$ cat src/rtl/lb_uart_tx.sv
// -----------------------------------------------------------------------------
// lb_uart_tx
//   UART transmitter. Serialises one byte per frame onto txd: start bit, data
//   bits LSB first, optional parity bit, then one or two stop bits. The bit
//   period (in clk cycles, minus one) comes from the baud-select table and is
//   latched when a byte is accepted, so it stays constant for a whole frame.
//
// Parameters
//   DATA_BITS   data bits per frame (5..8)
//   STOP_BITS   stop bits per frame (1 or 2)
//   PARITY_EN   1 = insert a parity bit after the data bits
//   PARITY_ODD  0 = even parity, 1 = odd parity
//
// Ports
//   clk            in   system clock, rising edge
//   rst_n          in   synchronous reset, active low
//   counter_value  in   bit period minus 1, in clk cycles
//   tx_data        in   byte to send (bits above DATA_BITS-1 ignored)
//   tx_valid       in   tx_data valid; accepted when tx_valid & tx_ready
//   tx_ready       out  idle, can accept a byte
//   tx_busy        out  frame in progress (inverse of tx_ready)
//   tx_done        out  one-cycle pulse after the last stop bit
//   txd            out  serial line, idle high
// -----------------------------------------------------------------------------
module lb_uart_tx #(
    parameter int DATA_BITS  = 8,
    parameter int STOP_BITS  = 1,
    parameter int PARITY_EN  = 0,
    parameter int PARITY_ODD = 0
) (
    input  logic        clk,
    input  logic        rst_n,
    input  logic [19:0] counter_value,
    input  logic [7:0]  tx_data,
    input  logic        tx_valid,
    output logic        tx_ready,
    output logic        tx_busy,
    output logic        tx_done,
    output logic        txd
);

    typedef enum logic [2:0] {
        S_IDLE   = 3'd0,
        S_START  = 3'd1,
        S_DATA   = 3'd2,
        S_PARITY = 3'd3,
        S_STOP   = 3'd4
    } state_t;

    // Only the low DATA_BITS bits of a byte take part in the frame.
    localparam logic [7:0] DATA_MASK = 8'((9'd1 << DATA_BITS) - 9'd1);
    localparam logic [2:0] LAST_DATA = 3'(DATA_BITS - 1);
    localparam logic       LAST_STOP = 1'(STOP_BITS - 1);
    localparam logic       ODD_SEL   = (PARITY_ODD != 0);

    // Parity bit for a (masked) data word: even parity is the XOR of the
    // bits, odd parity its complement.
    function automatic logic parity_of(input logic [7:0] data, input logic odd);
        return (^data) ^ odd;
    endfunction

    state_t      state_r;
    logic [19:0] period_r;
    logic [19:0] cnt_r;
    logic [2:0]  bit_cnt_r;
    logic        stop_cnt_r;
    logic [7:0]  shift_r;
    logic        parity_r;
    logic        txd_r;
    logic        ready_r;
    logic        busy_r;
    logic        done_r;
    logic        bit_end_s;

    // Last clock of the current bit period.
    assign bit_end_s = (cnt_r == period_r);

    // Frame sequencer: bit timing, shifting and all registered outputs.
    always_ff @(posedge clk) begin
        if (!rst_n) begin
            state_r    <= S_IDLE;
            period_r   <= 20'd0;
            cnt_r      <= 20'd0;
            bit_cnt_r  <= 3'd0;
            stop_cnt_r <= 1'b0;
            shift_r    <= 8'd0;
            parity_r   <= 1'b0;
            txd_r      <= 1'b1;
            ready_r    <= 1'b1;
            busy_r     <= 1'b0;
            done_r     <= 1'b0;
        end else begin
            done_r <= 1'b0;
            // Bit-period counter runs only while a frame is on the line.
            if (state_r != S_IDLE) begin
                cnt_r <= bit_end_s ? 20'd0 : cnt_r + 20'd1;
            end
            case (state_r)
                S_IDLE: begin
                    cnt_r <= 20'd0;
                    if (tx_valid && ready_r) begin
                        state_r    <= S_START;
                        period_r   <= counter_value;
                        shift_r    <= tx_data & DATA_MASK;
                        parity_r   <= parity_of(tx_data & DATA_MASK, ODD_SEL);
                        bit_cnt_r  <= 3'd0;
                        stop_cnt_r <= 1'b0;
                        txd_r      <= 1'b0;
                        ready_r    <= 1'b0;
                        busy_r     <= 1'b1;
                    end
                end
                S_START: begin
                    if (bit_end_s) begin
                        state_r <= S_DATA;
                        txd_r   <= shift_r[0];
                    end
                end
                S_DATA: begin
                    if (bit_end_s) begin
                        shift_r <= shift_r >> 1;
                        if (bit_cnt_r == LAST_DATA) begin
                            if (PARITY_EN != 0) begin
                                state_r <= S_PARITY;
                                txd_r   <= parity_r;
                            end else begin
                                state_r <= S_STOP;
                                txd_r   <= 1'b1;
                            end
                        end else begin
                            bit_cnt_r <= bit_cnt_r + 3'd1;
                            // Next data bit is the one about to reach bit 0.
                            txd_r     <= shift_r[1];
                        end
                    end
                end
                S_PARITY: begin
                    if (bit_end_s) begin
                        state_r <= S_STOP;
                        txd_r   <= 1'b1;
                    end
                end
                S_STOP: begin
                    if (bit_end_s) begin
                        if (stop_cnt_r == LAST_STOP) begin
                            // Done and ready land together so a held byte
                            // leaves exactly one mark clock between frames.
                            state_r <= S_IDLE;
                            done_r  <= 1'b1;
                            ready_r <= 1'b1;
                            busy_r  <= 1'b0;
                        end else begin
                            stop_cnt_r <= 1'b1;
                        end
                    end
                end
                default: begin
                    state_r <= S_IDLE;
                    txd_r   <= 1'b1;
                    ready_r <= 1'b1;
                    busy_r  <= 1'b0;
                end
            endcase
        end
    end

    assign txd      = txd_r;
    assign tx_ready = ready_r;
    assign tx_busy  = busy_r;
    assign tx_done  = done_r;

endmodule

$ cat config.mk
export PLATFORM = sky130hd
export DESIGN_NAME = lb_uart_tx
export DESIGN_NICKNAME = d
export VERILOG_FILES = /design/src/rtl/lb_uart_tx.sv
export SDC_FILE = /design/constraint.sdc
export NUM_CORES = 1
export LEC_CHECK = 0
export CAP_MARGIN = 15
export CORE_UTILIZATION = 35
export CTS_CLUSTER_DIAMETER = 100
export DETAILED_ROUTE_END_ITERATION = 16
export SETUP_SLACK_MARGIN = 0.4
export SLEW_MARGIN = 25
export SYNTH_ARGS = -nofsm -noshare
export SYNTH_HDL_FRONTEND = slang
export SYNTH_SLANG_ARGS = --single-unit
export TNS_END_PERCENT = 1
$ cat constraint.sdc
create_clock -name clk -period 2.4 [get_ports clk]
set_input_delay 0.36 -clock clk [delete_from_list [all_inputs] [get_ports clk]]
set_output_delay 0.36 -clock clk [all_outputs]
set_load 0.01 [all_outputs]
==> flow_summary.yaml <==
worst_setup_path:
  worstPathRequired_ns: 2.62
  timing.rr.start: "cnt_r[7]"
  cp_max_fo: 15
  cp-start-kind: "register"
  rrSetupSlack_ns: 0.51
  reg2reg_to: "shift_r[0]"
  cp.arrival_ns: 2.10
  crit_start: "cnt_r[7]"
  path_cells: "xor2_1, nor4_2, nand3_2, nor3_4, buf_6, o221ai_1, o311a_1"
  cp-endpoint: "shift_r[0]"
  slowest_delay_ns: 0.35
  cp_slowest_cell: "nor4_2"
  endpoint_kind: "register"
  critical_path_class: "register to register"
  ff2ff_path_depth: 7
synth:
  yosys.cell_types.count: 37
  avgSynthCellArea_um2: 8.693
  synth_compound_area_frac: 0.1439
  synthCells: 305
  synth-xor-area-share: 0.1255
  synth_top_family_by_area: "simple AND/OR/NAND/NOR gates"
  syn-num-nets: 339
  ys_ff_latch: 58
  synthSimpleGateAreaFrac: 0.2180
  netlist_area_um2: 2651
  synth-edff-count: 0
  yosys.area_share.adder: 0.01416
  synthMuxAreaShare: 0.02265
  ys_warn_count: 0
  synth_ff_type: "dfxtp_1"
  synth.yosys.seq_area_share: 0.4379
  synthArstFlopShare: 0
timing:
  fmax_mhz: 530.3
  post-route-period-util: 0.7857
  rsz0062_at_grt: "yes"
  finalCriticalPeriod_ns: 1.886
  worst_pin_slew_ns: 0.4972
  setup_viol: 0
  max-slew-margin-rel: 0.6675
  finalSetupTns_ns: 0
  hold_viol_final: 0
  slew_violations: 0
  finalClockSkew_ns: 0.008242
clock_network:
  cts_max_level: 3
  cts_tree: "yes"
  numCtsBuffers: 9
  holdBufCountCts: 0
  cts_sinks: 58
  clkTransAtPathRegs_ns: 0.06
  clk_latency_ns: 0.33
  clk_path_buf_depth: 2
  clockRootBuffer: "clkbuf_8"
floorplanning:
  num_rows: 31
  dieArea_um2: 7927
  core-area_um2: 7292
  start_util: 0.3636
  die_h_um: 89.04
  die_w_um: 89.04
  io-pin-count: 35
cells_and_area:
  layout_commonest_cell: "dfxtp_1"
  most-common-layout-cells: "dfxtp_1, nand2_1, clkdlybuf4s50_1, nor2_1, xor2_1"
  fin_area_um2: 3323
  finalNetCount: 376
  multi_input_area_um2: 1435
  fill_cells: 742
  seq_area_um2: 1162
  areaGrowthSynthToFinish_pct: 25.34
  layout-drive-gt1-share: 0.1009
  antenna_cells: 0
run_status:
  status: "completed"
global_route:
  antenna_found_initial: 0
  grt_usage: 0.1571
  grt_pass1_vias: 2067
  grt_max_degree: 27
  grt_overflow_total: 0
  grt_pass1_wl_um: 9232
placed_design:
  globalplace.congestion: 0.8093
  port_buffers: 34
  place_area_um2: 3093
  dpl.hpwl_um: 3942
routing:
  route.detailed.drc: 0
  num_vias: 2122
  routedWlPerCell_um: 12.35
  drt_pre_antenna_iters: 4
  drt-initial-drc-count: 82
  via_per_inst: 4.758
  ant_nets: 0
  wirelength_um: 5506
power_and_ir_drop:
  worst_ir_drop_vdd_mv: 0.3696
  power.leakage_nw: 1.389
  p_per_area_nw_per_um2: 657.1
hold_path:
  holdCritPathClass: "register to register"
run:
  drv_cap: 0
-- area by class of cell --
| type | instances | share of cell area |
|---|---|---|
| Clock buffer | 13 | 0.04480 |
| Tap cell | 99 | 0.03727 |
| Timing Repair Buffer | 43 | 0.1250 |
| Clock inverter | 3 | 0.004518 |
| Sequential cell | 58 | 0.3498 |
| Multi-Input combinational cell | 224 | 0.4319 |
| Inverter | 6 | 0.006777 |
-- kinds of logic (layout without fill, tap and decap cells) --
logic type	count (synthesis)	count (layout)
mux	6	6
buf+inv	23	65
xor+xnor	38	38
simple gates	125	125
fa+ha+maj	3	3
compound gates	52	52
flops	58	58
-- power by group --
group / switching (mW) / internal (mW)
sequential: 0.0391 / 1.02
combinational: 0.192 / 0.174
clock: 0.359 / 0.398
total: 0.590 / 1.59
-- per-stage QoR --
step,util,hold slack [ns],power [mW],setup slack [ns],std cells
finish,0.4557,0.4768,2.184,0.5144,446
global route,0.4557,0.4893,2.300,0.3877,446
CTS,0.4509,0.4801,2.207,0.4131,445
detailed placement,0.4242,0.4716,1.422,0.3141,428
global placement,0.4242,0.4632,1.419,0.3229,428
floorplan,-,0.4358,1.288,0.6735,305
-- how the worst min path moves through the flow --
stage                     cells past startpoint      endpoint  slack (ns)          from
after floorplan                               1      cnt_r[0]        0.44      cnt_r[0]
after global placement                        1  bit_cnt_r[1]        0.46  bit_cnt_r[1]
after detailed placement                      2  period_r[15]        0.47  period_r[15]
after CTS                                     2  period_r[15]        0.48  period_r[15]
after global routing                          1  bit_cnt_r[1]        0.49  bit_cnt_r[1]
final                                         2  period_r[17]        0.48  period_r[17]
-- state kept, by name, summed over array words and instances (netlist names) --
name / count
bit_cnt_r: 3
tx_busy: 1
tx_ready: 1
txd: 1
period_r: 20
cnt_r: 20
shift_r: 8
state_r: 3
tx_done: 1
-- synthesized netlist by cell type, types with 2 or more instances --
library cell | n | area (µm²)
nand2b_1 | 3 | 18.77
and4_1 | 3 | 26.28
a21boi_0 | 20 | 150.1
nor3_1 | 2 | 10.01
clkbuf_1 | 8 | 30.03
nand4_1 | 2 | 12.51
nor2b_1 | 2 | 12.51
a31oi_1 | 2 | 12.51
ha_1 | 3 | 37.54
mux2i_1 | 6 | 60.06
inv_1 | 6 | 22.52
a31o_1 | 3 | 26.28
nor2_1 | 33 | 123.9
xnor2_1 | 11 | 96.34
and3_1 | 9 | 56.30
o21ai_0 | 9 | 45.04
nand2_1 | 53 | 198.9
a21oi_1 | 3 | 15.01
nor4_1 | 5 | 31.28
o21a_1 | 3 | 22.52
buf_2 | 8 | 40.04
xor2_1 | 27 | 236.5
nand3_1 | 7 | 35.03
o311a_1 | 7 | 70.07
dfxtp_1 | 58 | 1161
-- critical path: cells and delay by family, from the launching register on --
family                 cells  cell delay [ns]
flip-flops                 1             0.34
AND/OR/NAND/NOR            3             0.81
XOR/XNOR                   1             0.17
AO/OA/AOI/OAI              2             0.25
buffers and inverters      1             0.19
-- what timing repair did --
action / in CTS / in global routing
gates resized for setup: 5 / 7
setup endpoints to repair: 33 / 33
hold endpoints to repair: 0 / 0
pin swaps: 1 / 3
setup buffers: 1 / 1
-- layer usage --
metal | share of wire | GRT usage | routed length [µm]
met1 | 0.47 | 0.1838 | 2602
met4 | 0.012 | 0.04762 | 66
met2 | 0.48 | 0.2671 | 2627
met5 | 0 | 0 | 0
met3 | 0.038 | 0.06094 | 210
Power figures use the tool's default switching activity.
